## src/rtl/alu_step_ctrl.sv

```systemverilog
// Multicycle ALU step controller: sequences operand selects, ALU op class and
// write strobes for one instruction per start request.
module alu_step_ctrl #(
    parameter int unsigned MEM_TIMEOUT = 16,
    parameter int unsigned CNT_W       = 5
) (
    input  logic       clk,
    input  logic       reset,
    input  logic       start,
    input  logic [5:0] opcode,
    input  logic       zero,
    input  logic       mem_ready,
    output logic [1:0] ALUSrcA,
    output logic [2:0] ALUSrcB,
    output logic [2:0] ALUOp,
    output logic       PCWrite,
    output logic       PCSrc,
    output logic       IRWrite,
    output logic       RegWrite,
    output logic       MemRead,
    output logic       MemWrite,
    output logic       busy,
    output logic       done,
    output logic       error
);

    localparam logic [5:0] OpRtype = 6'h00;
    localparam logic [5:0] OpAddi  = 6'h08;
    localparam logic [5:0] OpLw    = 6'h23;
    localparam logic [5:0] OpSw    = 6'h2B;
    localparam logic [5:0] OpBeq   = 6'h04;
    localparam logic [5:0] OpBne   = 6'h05;

    localparam logic [CNT_W-1:0] TimeoutLast = CNT_W'(MEM_TIMEOUT - 1);

    typedef enum logic [3:0] {
        StIdle,
        StFetch,
        StDecode,
        StExecR,
        StExecI,
        StAddr,
        StMemRd,
        StMemWr,
        StWbR,
        StWbI,
        StWbLd,
        StBranch,
        StDone,
        StErr
    } state_t;

    state_t           state_q, state_d;
    logic [CNT_W-1:0] cnt_q, cnt_d;

    // State and memory wait counter registers.
    always_ff @(posedge clk or negedge reset) begin
        if (!reset) begin
            state_q <= StIdle;
            cnt_q   <= '0;
        end else begin
            state_q <= state_d;
            cnt_q   <= cnt_d;
        end
    end

    // Next-state and wait counter logic.
    always_comb begin
        state_d = state_q;
        cnt_d   = cnt_q;
        unique case (state_q)
            StIdle:   if (start) state_d = StFetch;
            StFetch:  state_d = StDecode;
            StDecode: begin
                unique case (opcode)
                    OpRtype:     state_d = StExecR;
                    OpAddi:      state_d = StExecI;
                    OpLw, OpSw:  state_d = StAddr;
                    OpBeq, OpBne: state_d = StBranch;
                    default:     state_d = StErr;
                endcase
            end
            StExecR:  state_d = StWbR;
            StExecI:  state_d = StWbI;
            StAddr: begin
                cnt_d   = '0;
                state_d = (opcode == OpSw) ? StMemWr : StMemRd;
            end
            StMemRd, StMemWr: begin
                // A completion in the final allowed cycle beats the timeout.
                if (mem_ready) begin
                    state_d = (state_q == StMemRd) ? StWbLd : StDone;
                end else if (cnt_q == TimeoutLast) begin
                    state_d = StErr;
                end else begin
                    cnt_d = cnt_q + CNT_W'(1);
                end
            end
            StWbR, StWbI, StWbLd: state_d = StDone;
            StBranch: state_d = StDone;
            StDone:   state_d = StIdle;
            StErr:    state_d = StIdle;
            default:  state_d = StIdle;
        endcase
    end

    // Moore output decode; only the branch PCWrite looks at an input.
    always_comb begin
        ALUSrcA  = 2'd0;
        ALUSrcB  = 3'd0;
        ALUOp    = 3'd0;
        PCWrite  = 1'b0;
        PCSrc    = 1'b0;
        IRWrite  = 1'b0;
        RegWrite = 1'b0;
        MemRead  = 1'b0;
        MemWrite = 1'b0;
        done     = 1'b0;
        error    = 1'b0;
        busy     = (state_q != StIdle);
        unique case (state_q)
            StFetch: begin
                ALUSrcB = 3'd1;
                PCWrite = 1'b1;
                IRWrite = 1'b1;
            end
            StDecode: ALUSrcB = 3'd4;
            StExecR: begin
                ALUSrcA = 2'd1;
                ALUOp   = 3'd2;
            end
            StExecI, StAddr: begin
                ALUSrcA = 2'd1;
                ALUSrcB = 3'd2;
            end
            StMemRd: MemRead  = 1'b1;
            StMemWr: MemWrite = 1'b1;
            StWbR, StWbI, StWbLd: RegWrite = 1'b1;
            StBranch: begin
                ALUSrcA = 2'd1;
                ALUOp   = 3'd1;
                PCSrc   = 1'b1;
                PCWrite = (opcode == OpBne) ? ~zero : zero;
            end
            StDone: done = 1'b1;
            StErr: begin
                done  = 1'b1;
                error = 1'b1;
            end
            default: ;
        endcase
    end

endmodule

```

## config.mk

```make
export PLATFORM = sky130hd
export DESIGN_NAME = alu_step_ctrl
export DESIGN_NICKNAME = d
export VERILOG_FILES = /design/src/rtl/alu_step_ctrl.sv
export SDC_FILE = /design/constraint.sdc
export NUM_CORES = 1
export LEC_CHECK = 0
export CAP_MARGIN = 20
export CORE_AREA = 2 2 50 70
export DETAILED_ROUTE_END_ITERATION = 10
export DIE_AREA = 0 0 52 72
export PLACE_DENSITY = 0.5
export SYNTH_ARGS = -nofsm -noshare
export SYNTH_HDL_FRONTEND = slang
export SYNTH_SLANG_ARGS = --single-unit
```

## constraint.sdc

```tcl
create_clock -name clk -period 2.6 [get_ports clk]
set_input_delay 0.65 -clock clk [delete_from_list [all_inputs] [get_ports clk]]
set_output_delay 0.65 -clock clk [all_outputs]
set_load 0.02 [all_outputs]
```

==> reports/results.ini <==
[die]
dieArea_sq_um = 3740
floorplan.initialDensity_pct = 24.2
design.core.area_sq_um = 3090
chipWidth_um = 52
top_level_ports = 28
die_height_um = 72
num_rows = 24

[logic_synthesis]
synth-seq-area-share_pct = 30.2
yosys.cell_types.count = 36
post_synth_instance_area_sq_um = 747
syn_area_per_cell_sq_um = 7.95
syn-instance-count = 94
ys_ff_latch = 9
yosys_warnings = 0

[cts]
clock_path_buffers = 2
tritoncts = done
clock-sinks = 9
clk_latency_ps = 230
root_buffer = sky130_fd_sc_hd__clkbuf_8
htreeDepth = 1
cts_buffers = 3
cts.reportedPaths.clkPinSlew_ps = 40
cts_hold_repair.buffers = 0

[worst_setup_path]
setup.worst_path.end_class = output pin
startpoint_type_of_the_worst_setup_path = flip-flop
critical_path_class = flip-flop to output pin
required_time_worst_endpoint_ps = 1950
critical_path_peak_fanout = 13
critical_path_arrival_ps = 1880

[power_and_ir_drop]
cellLeakagePower_nw = 0.509
power_density_nw_per_um2 = 916
vdd_drop_max_v = 0.000437

[final_layout]
sequential_cell_area_sq_um = 226
finalNetCount = 144
commonest_cells_after_routing_fill_and_taps_aside = sky130_fd_sc_hd__clkdlybuf4s50_1 (20), sky130_fd_sc_hd__buf_4 (14), sky130_fd_sc_hd__nor2_1 (13)
antenna_cells_inserted = 0
layout.cells.most_common = sky130_fd_sc_hd__clkdlybuf4s50_1
drive_gt1_share_pct = 17.7
area.growth.synth_to_final_pct = 56.4
post-route-util_pct = 37.8
multiInputGateArea_sq_um = 488
layout.filler_cells = 322

[route]
via_per_inst = 4.92
routed-via-count = 831
drc = 0
ant_nets = 0
drt_iter0_drc = 10
wire_per_inst_um = 13.4
firstDrtPassIters = 4
drt_wl_total_um = 2270

[outcome]
run_status = finished clean

[timing]
final.min_clock_period_ps = 2530
timing.final.max_slew_violations = 0
finalSetupViolCount = 0
final_critical_path_setup_slack_ps = 74.5
setup_repair_after_global_routing_missed_its_margin = false
maxClockFrequency_mhz = 396
layout_worst_path_cycle_share_pct = 97.1
final.setup_skew_ps = 0.729
hold_violations = 0

[placed_design]
hpwl_um = 1830
dp_slack_ps = -550
finalWeightedCongestion = 0.798
portBuffers = 25

[grt]
grt_remaining_overflow = 0
groute.usage.overall_pct = 13.3
grt_antenna_before_repair = 0
largest_net_degree_at_the_start_of_global_routing = 14
grt_first_pass_wirelength_um = 3710
number_of_global_route_vias_before_repair = 791

[job]
maxCapViolations = 0

[hold_path]
min_path_type = flip-flop to flip-flop

==> path summary, 6_finish.rpt <==
path | from | end | slack [ps] | cells after the start
setup / recovery | state_q[0] | busy | 70 | 2
hold reg to reg | cnt_q[0] | cnt_q[0] | 520 | 1
hold / removal | cnt_q[0] | cnt_q[0] | 520 | 1
min in group asynchronous | reset | state_q[3] | 720 | 1
max in group asynchronous | reset | state_q[0] | 1570 | 1
setup reg to reg | cnt_q[0] | cnt_q[1] | 600 | 7
==> repair_timing <==
item	in CTS	in global routing
setup buffers	2	0
cloned	0	0
endpoints found under the hold margin	0	0
pin swaps	2	2
gates resized for setup	8	3
setup endpoints to repair	1	4
==> registers in the layout (all words and copies together), names as in the netlist <==
name,count
state_q,4
cnt_q,5
==> cells in the mapped netlist <==
library cell	instances	area, sq um
sky130_fd_sc_hd__a2111oi_0	1	8.76
sky130_fd_sc_hd__a211oi_1	1	7.51
sky130_fd_sc_hd__a21o_1	1	7.51
sky130_fd_sc_hd__a21oi_1	3	15.0
sky130_fd_sc_hd__a31o_2	1	8.76
sky130_fd_sc_hd__a31oi_1	1	6.26
sky130_fd_sc_hd__a32o_1	2	20.0
sky130_fd_sc_hd__and2b_1	1	7.51
sky130_fd_sc_hd__and3_1	3	18.8
sky130_fd_sc_hd__buf_4	3	22.5
sky130_fd_sc_hd__clkbuf_1	5	18.8
sky130_fd_sc_hd__conb_1	1	3.75
sky130_fd_sc_hd__dfrtp_1	9	225
sky130_fd_sc_hd__ha_1	2	25.0
sky130_fd_sc_hd__inv_1	3	11.3
sky130_fd_sc_hd__mux2_1	1	11.3
sky130_fd_sc_hd__mux2i_1	2	20.0
sky130_fd_sc_hd__nand2_1	3	11.3
sky130_fd_sc_hd__nand2_2	1	6.26
sky130_fd_sc_hd__nand2b_1	6	37.5
sky130_fd_sc_hd__nand3_1	7	35.0
sky130_fd_sc_hd__nand3b_1	1	7.51
sky130_fd_sc_hd__nand4b_1	1	8.76
sky130_fd_sc_hd__nor2_1	13	48.8
sky130_fd_sc_hd__nor3_1	6	30.0
sky130_fd_sc_hd__nor3b_1	1	7.51
sky130_fd_sc_hd__nor3b_4	1	18.8
sky130_fd_sc_hd__nor4_1	2	12.5
sky130_fd_sc_hd__o211ai_1	1	7.51
sky130_fd_sc_hd__o21ai_0	4	20.0
sky130_fd_sc_hd__o22ai_1	1	6.26
sky130_fd_sc_hd__o311a_1	1	10.0
sky130_fd_sc_hd__o31ai_1	1	7.51
sky130_fd_sc_hd__or4_1	1	7.51
sky130_fd_sc_hd__xnor2_1	1	8.76
sky130_fd_sc_hd__xor2_1	2	17.5
==> metrics by stage <==
step | instance area, sq um | power (mW) | instances | hold slack, ps | TNS [ps]
after floorplan | 751 | 0.641 | 95 | 354 | 0
after global placement | 1100 | 0.910 | 163 | 508 | -539
after detailed placement | 1100 | 0.918 | 163 | 516 | -550
after CTS | 1160 | 1.08 | 169 | 524 | 0
after global routing | 1170 | 1.17 | 169 | 556 | 0
final | 1170 | 1.07 | 169 | 518 | 0
==> kinds of logic after synthesis <==
kind of cell | synth area share (%)
simple gates | 34.5
compound gates | 16.8
buf+inv | 7.04
flops | 30.2
xor+xnor | 3.52
mux | 4.19
fa+ha+maj | 3.35
other cells | 0.502
==> worst max-delay path: stages (launching register included) <==
cell,delay (ps)
sky130_fd_sc_hd__dfrtp_2,490
sky130_fd_sc_hd__or4_1,570
sky130_fd_sc_hd__clkdlybuf4s50_1,580
==> power breakdown <==
part / total [mW] / leakage (nW) / internal (mW) / switching, mW
Sequential: 0.284 / 0.116 / 0.187 / 0.0979
Combinational: 0.625 / 0.370 / 0.299 / 0.326
Clock: 0.161 / 0.0228 / 0.107 / 0.0541
Total: 1.07 / 0.509 / 0.592 / 0.478
==> metal layers <==
layer / part of all wire (%) / track usage [%]
met5: 0 / 0
met4: 1.9 / 7.02
met1: 40 / 15.2
met2: 52 / 23.2
met3: 5.7 / 2.26
==> final cells by class <==
cell class	instances	area share (%)
timing repair buffer	39	29.9
sequential	9	19.4
inverter	3	0.964
tap	39	4.18
clock buffer	4	3.85
multi-input combinational	75	41.8
Power figures use the tool's default switching activity.
